[src/rtl/sseg_share_ctrl.sv]
// sseg_share_ctrl: shares a 4-digit multiplexed 7-segment display between two
// req/gnt clients.
//   - Round-robin arbitration with a minimum ownership time (HOLD_CYC).
//   - Free-running digit scan: 2^SLOT_W cycles per digit slot, four slots per frame.
//   - Every slot starts with BLANK_CYC dark cycles to suppress ghosting.
//   - The owner's pattern is snapshotted into a shadow register only at grant
//     time and at frame boundaries, so a frame is never torn.
// Optional build macro DISP_ACTIVE_LOW_EN: invert an/sseg at the output
// registers for common-anode boards. gnt and frame keep their polarity.
module sseg_share_ctrl #(
    parameter int SLOT_W    = 16,
    parameter int BLANK_CYC = 64,
    parameter int HOLD_CYC  = 1000000
) (
    input  logic        clk,
    input  logic        reset,
    input  logic [1:0]  req,
    input  logic [31:0] data0,
    input  logic [31:0] data1,
    output logic [1:0]  gnt,
    output logic [3:0]  an,
    output logic [7:0]  sseg,
    output logic        frame
);

    localparam int HOLD_W = $clog2(HOLD_CYC + 1);
    localparam logic [HOLD_W-1:0] HOLD_MAX = HOLD_W'(HOLD_CYC);

`ifdef DISP_ACTIVE_LOW_EN
    localparam logic INV = 1'b1;
`else
    localparam logic INV = 1'b0;
`endif
    localparam logic [3:0] AN_DARK  = {4{INV}};
    localparam logic [7:0] SEG_DARK = {8{INV}};

    typedef enum logic [1:0] {IDLE, OWN0, OWN1} state_t;

    state_t             state;
    logic [SLOT_W-1:0]  slot_cnt;
    logic [1:0]         digit;
    logic [HOLD_W-1:0]  hold_cnt;
    logic [31:0]        shadow;
    logic               ptr;        // 0: client 0 preferred on a tie

    logic               slot_wrap;
    logic               frame_bnd;
    logic               blank;
    logic               own;        // index of the current owner (valid in OWNx)
    logic               other_req;
    logic               own_req;
    logic [31:0]        own_data;
    logic [31:0]        other_data;
    logic               idle_pick;  // client granted from IDLE

    assign slot_wrap  = &slot_cnt;
    assign frame_bnd  = slot_wrap && (digit == 2'd3);
    assign blank      = (32'(slot_cnt) < BLANK_CYC);
    assign own        = (state == OWN1);
    assign own_req    = own ? req[1] : req[0];
    assign other_req  = own ? req[0] : req[1];
    assign own_data   = own ? data1 : data0;
    assign other_data = own ? data0 : data1;
    assign idle_pick  = (req == 2'b11) ? ptr : req[1];

    // Free-running scan counters and the frame pulse (one cycle after the boundary).
    always_ff @(posedge clk or posedge reset) begin
        if (reset) begin
            slot_cnt <= '0;
            digit    <= 2'd0;
            frame    <= 1'b0;
        end else begin
            slot_cnt <= slot_cnt + 1'b1;
            if (slot_wrap)
                digit <= digit + 2'd1;
            frame <= frame_bnd;
        end
    end

    // Registered digit drive: dark when unowned or inside the blanking window.
    always_ff @(posedge clk or posedge reset) begin
        if (reset) begin
            an   <= AN_DARK;
            sseg <= SEG_DARK;
        end else if (state == IDLE || blank) begin
            an   <= AN_DARK;
            sseg <= SEG_DARK;
        end else begin
            an   <= (4'b0001 << digit) ^ AN_DARK;
            sseg <= shadow[8*digit +: 8] ^ SEG_DARK;
        end
    end

    // Ownership FSM: grant, hold timing, frame-aligned preemption and shadow capture.
    always_ff @(posedge clk or posedge reset) begin
        if (reset) begin
            state    <= IDLE;
            gnt      <= 2'b00;
            hold_cnt <= '0;
            shadow   <= '0;
            ptr      <= 1'b0;
        end else begin
            case (state)
                IDLE: begin
                    if (req != 2'b00) begin
                        state    <= idle_pick ? OWN1 : OWN0;
                        gnt      <= idle_pick ? 2'b10 : 2'b01;
                        hold_cnt <= '0;
                        shadow   <= idle_pick ? data1 : data0;
                    end
                end
                OWN0, OWN1: begin
                    if (!own_req) begin
                        // Release wins over everything, including a frame boundary.
                        state <= IDLE;
                        gnt   <= 2'b00;
                        ptr   <= ~own;
                    end else if (other_req && hold_cnt == HOLD_MAX && frame_bnd) begin
                        // Preempt only on a frame edge so the new owner starts at digit 0.
                        state    <= own ? OWN0 : OWN1;
                        gnt      <= own ? 2'b01 : 2'b10;
                        shadow   <= other_data;
                        hold_cnt <= '0;
                        ptr      <= own;
                    end else begin
                        if (hold_cnt != HOLD_MAX)
                            hold_cnt <= hold_cnt + 1'b1;
                        if (frame_bnd)
                            shadow <= own_data;
                    end
                end
                default: begin
                    state <= IDLE;
                    gnt   <= 2'b00;
                end
            endcase
        end
    end

endmodule

[config.mk]
export PLATFORM = sky130hd
export DESIGN_NAME = sseg_share_ctrl
export DESIGN_NICKNAME = d
export VERILOG_FILES = /design/src/rtl/sseg_share_ctrl.sv
export SDC_FILE = /design/constraint.sdc
export NUM_CORES = 1
export LEC_CHECK = 0
export BUFFER_PORTS_ARGS = -buffer_cell sky130_fd_sc_hd__clkbuf_2
export CORE_MARGIN = 5
export CORE_UTILIZATION = 40
export CTS_BUF_LIST = sky130_fd_sc_hd__clkbuf_4
export CTS_CLUSTER_DIAMETER = 120
export CTS_CLUSTER_SIZE = 8
export DETAILED_ROUTE_END_ITERATION = 8
export PLACE_DENSITY_LB_ADDON = 0.3
export SETUP_SLACK_MARGIN = 0.15
export SLEW_MARGIN = 0
export SYNTH_ARGS = -nofsm -noshare
export SYNTH_HDL_FRONTEND = slang
export SYNTH_SLANG_ARGS = --single-unit
[constraint.sdc]
create_clock -name clk -period 3.4 [get_ports clk]
set_input_delay 0.68 -clock clk [delete_from_list [all_inputs] [get_ports clk]]
set_output_delay 0.68 -clock clk [all_outputs]
set_load 0.02 [all_outputs]
After elaboration in Yosys (flattened, before gate mapping) --
Cells that the tools add are included. Widths: inputs -> output; s select.
Cells by class: mux-type cells 26, reduce and logical (&&, ||, !) cells 13, equal/unequal tests 12, magnitude comparators 1, bitwise operators 1, $add $sub $neg 3, shifts and indexed selects 2
Operators with widths (count):
- $mux 32 | 7
- $mux 20 | 4
- $pmux 32 s2 | 1
- $pmux 20 s2 | 1
- $shiftx 32x6->8 | 1
- $add 20x1->20 const B | 1
- $eq 20x20->1 const B | 1
- $ne 20x20->1 const B | 1
- $add 16x1->16 const B | 1
- $lt 16x7->1 const B | 1
- $reduce_and 16->1 | 1
- $mux 2 | 5
- $ne 3x3->1 const B | 3
- $mux 8 | 1
- $reduce_and 4->1 | 2
- $eq 2x2->1 const B | 3
- $mux 1 | 5
- $mux 4 | 1
- $ne 2x1->1 const B | 2
- $pmux 2 s2 | 1
- $reduce_and 2->1 | 2
- $reduce_bool 2->1 | 2
- $shl 1x2->4 const A | 1
- $logic_and 1x1->1 | 3
- other kinds (7) | 7
Word-level totals: word-level logic and storage cells 67, input port bits 68, output and inout bits 15, register bits after elaboration 86

Longest topological paths before layout --
depth in word-level cells 7, gate-level depth with buffers 10, mapped depth without buffers 7

Worst setup path before layout --
Ideal clock, no wire load.
path type register -> register, start register state[0], end register shadow[30], stages on the path, launching flop included 10, period minus slack after synthesis 2.572 ns, setup slack 0.828 ns, arrival time 2.495 ns, required time 3.323 ns, library setup time 0.077 ns, buffers on the path 2, path through dfrtp_1 -> inv_1 -> ha_1 -> clkbuf_1 -> mux2_2 -> or3b_1 -> or4_1 -> buf_2 -> a211o_1 -> a21oi_1
On the way: cells in the longest elaborated chain, start to end 7, elaborated cells between the ends (all ways) 19, classes of those cells eq/ne: 5; mux: 8; reduce/logical: 6
RTL lines:
- from (decl) | RTL line 39 | state_t state;
- from (signal assigned) | RTL line 106 | state <= idle_pick ? OWN1 : OWN0;
- from (signal assigned) | RTL line 120 | state <= own ? OWN0 : OWN1;
- $eq 2x2->1 | RTL line 59, 103
- $mux 1 | RTL line 61 | assign other_req = own ? req[0] : req[1];
- $logic_and 1x1->1 (2 in series) | RTL line 118 | end else if (other_req && hold_cnt == HOLD_MAX && frame_bnd) begin
- $mux 32 | RTL line 118
- $mux 32 | RTL line 113 | if (!own_req) begin
- $pmux 32 s2 | RTL line 103 | case (state)
- to (signal assigned) | RTL line 109 | shadow <= idle_pick ? data1 : data0;
- to (signal assigned) | RTL line 122 | shadow <= other_data;
- to (signal assigned) | RTL line 129 | shadow <= own_data;
- to (decl) | RTL line 43 | logic [31:0] shadow;
Parallel ways exist; a longest one is shown, timed or not. The select of a mux whose other input is x is not followed. A chain may end at the register's enable or synchronous reset.

Worst setup path in the final report --
start register slot_cnt[0], end register shadow[1]
On the way: cells in the longest elaborated chain, start to end 6, elaborated cells between the ends (all ways) 8, classes of those cells eq/ne: 1; mux: 3; reduce/logical: 4
RTL lines:
- from (decl) | RTL line 40 | logic [SLOT_W-1:0] slot_cnt;
- from (signal assigned) | RTL line 73 | slot_cnt <= slot_cnt + 1'b1;
- $reduce_and 16->1 (*) | RTL line 56 | assign slot_wrap = &slot_cnt;
- $logic_and 1x1->1 (*) | RTL line 57 | assign frame_bnd = slot_wrap && (digit == 2'd3);
- $logic_and 1x1->1 | RTL line 118
- $mux 32 | RTL line 118
- $mux 32 | RTL line 113
- $pmux 32 s2 | RTL line 103
Every way passes the cells marked *; elsewhere a longest branch is shown, timed or not. The select of a mux whose other input is x is not followed.

==> flow_summary.toml <==
[status]
status = "complete, no violations"

[global_route]
grt_util_all_layers_pct = 20.1
grt_antenna_before_repair = 0
overflow = 0
grt_pass1_vias = 5321
grt_pass1_wl_mm = 26.8
grt_max_degree = 46

[clock_network]
postCtsSetupBuffers = 0
cts_tree = "built"
root_buffer = "clkbuf_4"
numClockSinks = 86
ctsResizeCount = 0
cts_buffer_depth = 2
insertion_delay_ns = 0.46
clk_pin_slew_ns = 0.14
cts_htree_levels = 3
cts_made_buffers = 9
cts_hold_buf = 0

[timing]
timing.slew.headroom_pct = 45.0
layout_worst_path_cycle_share_pct = 82.5
finalClockSkew_ns = 0.0143
setup_viol = 0
min_period_ns = 2.80
clock.fmax_ghz = 0.357
holdWs_ns = 0.327
worstMarginPinSlew_ns = 0.825
finalHoldViolCount = 0
slew_viol_final = 0
tns_ns = 0
rsz0062_at_grt = "no"

[power_and_ir_drop]
p_leak_nw = 2.70
irDropWorstVdd_uv = 331
power_density_nw_per_um2 = 656

[routing]
dr.first_iter.drc_count = 543
vias = 5291
firstDrtPassIters = 6
vias_per_cell = 6.13
drc = 0
wl_mm = 16.6
ant_nets = 0
avgRoutedWirePerCell_um = 19.2

[synth]
synth_warnings = 0
avgSynthCellArea_sq_um = 9.15
synth_edf_count = 0
async_flop_share_pct = 100
syn_inst = 622
synth_ff_type = "dfrtp_1"
ys_seq_elements = 86
synth_area_sq_um = 5690
synth_cell_types = 54
ys_seq_area_share_pct = 37.8
synth_nets = 700

[placed_design]
port-buffer-count = 82
routabilityCongestion = 0.837
place_inst = 848
hpwl_mm = 11.0
placed_area_sq_um = 6250

[cells_and_area]
utilization_pct = 46.2
instances_no_fill = 863
final_common_cell = "dfrtp_1"
drive_gt1_share_pct = 24.2
final_area_sq_um = 6430
diodes = 0
layout_common_cells = "86 x dfrtp_1, 82 x clkbuf_2, 60 x o31ai_1"
finalNetCount = 757
area_delta_synth_final_pct = 13.0

[floorplanning]
row_count = 43
initial_core_util_pct = 40.8
fp.dieH_um = 129
core_sq_um = 13900
die-area_sq_um = 16700
die_x_um = 129
io_pins = 83

[critical_path]
worstSetupPathType = "reg2reg"
end_kind = "flip-flop"
startpoint_type = "flip-flop"
cp_max_fo = 30
crit_arrival_ns = 3.17
required_ns = 3.76

[flow_run]
drv_cap = 0

[min_path]
hp-class = "in2async"
-- flip-flops by register name, indices dropped and copies added (netlist names) --
name	cells
shadow	32
hold_cnt	20
slot_cnt	16
sseg	8
an	4
digit	2
state	2
frame	1
ptr	1
-- report_power, final --
group          leakage [nW]  internal [W]  switching, W
clock                0.0920      0.000368      0.000375
sequential             1.12       0.00126      0.000171
combinational          1.48      0.000773       0.00128
-- cell families after synthesis --
kind of cell | count (synthesis) | share of synthesized area, %
fa+ha+maj | 10 | 2.20
flops | 86 | 37.8
buf+inv | 69 | 4.81
compound gates | 180 | 22.4
xor+xnor | 21 | 3.23
simple gates | 208 | 18.6
mux | 48 | 10.9
-- final timing paths --
| check | start | to | slack, ns | depth (start not counted) |
|---|---|---|---|---|
| worst max-delay path | slot_cnt[0]$_DFF_PP0_ | shadow[1]$_DFFE_PP0P_ | 0.60 | 7 |
| worst min register to register | slot_cnt[0]$_DFF_PP0_ | slot_cnt[0]$_DFF_PP0_ | 0.45 | 1 |
| worst max register to register | slot_cnt[0]$_DFF_PP0_ | shadow[1]$_DFFE_PP0P_ | 0.60 | 7 |
| max in group asynchronous | reset | shadow[0]$_DFFE_PP0P_ | 2.37 | 3 |
| min in group clk | slot_cnt[0]$_DFF_PP0_ | slot_cnt[0]$_DFF_PP0_ | 0.45 | 1 |
| worst min-delay path | reset | state[0]$_DFFE_PP0P_ | 0.33 | 2 |
-- cells in the mapped netlist (all sizes together) (12+ instances only) --
master,n,share of area [%]
mux2,34,6.7
nor3,33,2.9
dfrtp,86,38
inv,18,1.2
o221ai,32,4.9
clkbuf,44,2.9
nand2,59,3.9
nor2,49,3.2
xnor2,12,1.8
o31ai,60,7.9
o21ai,40,3.5
a31oi,13,1.4
-- critical path: stages (launching register included) --
cell and delay (ns):
dfrtp_1 0.39, ha_1 0.19, nand3_1 0.19, or4_1 0.68
nor4_4 0.43, buf_4 0.42, nor3_1 0.10, o31ai_1 0.29
-- layer usage --
layer	wire length, um	GRT usage (%)
met5	0	0
met4	235	5.99
met3	1230	4.16
met2	7670	32.1
met1	7450	27.8
-- layout make-up --
| class | count | area (sq um) |
|---|---|---|
| clock buffers | 9 | 67.6 |
| clock inverters | 6 | 111 |
| fillers | 1343 | 7500 |
| inverters | 18 | 68.8 |
| multi-input cells | 467 | 3270 |
| flip-flops and latches | 86 | 2150 |
| well taps | 180 | 225 |
| repair buffers | 97 | 536 |
-- metrics by stage --
step | power [W] | setup WS [ns]
2_1_floorplan | 0.00289 | 0.498
6_report | 0.00422 | 0.596
5_1_grt | 0.00453 | 0.374
4_1_cts | 0.00422 | 0.587
3_5_place_dp | 0.00348 | 0.644
3_3_place_gp | 0.00339 | 0.702
(Power assumes the default switching activity.)
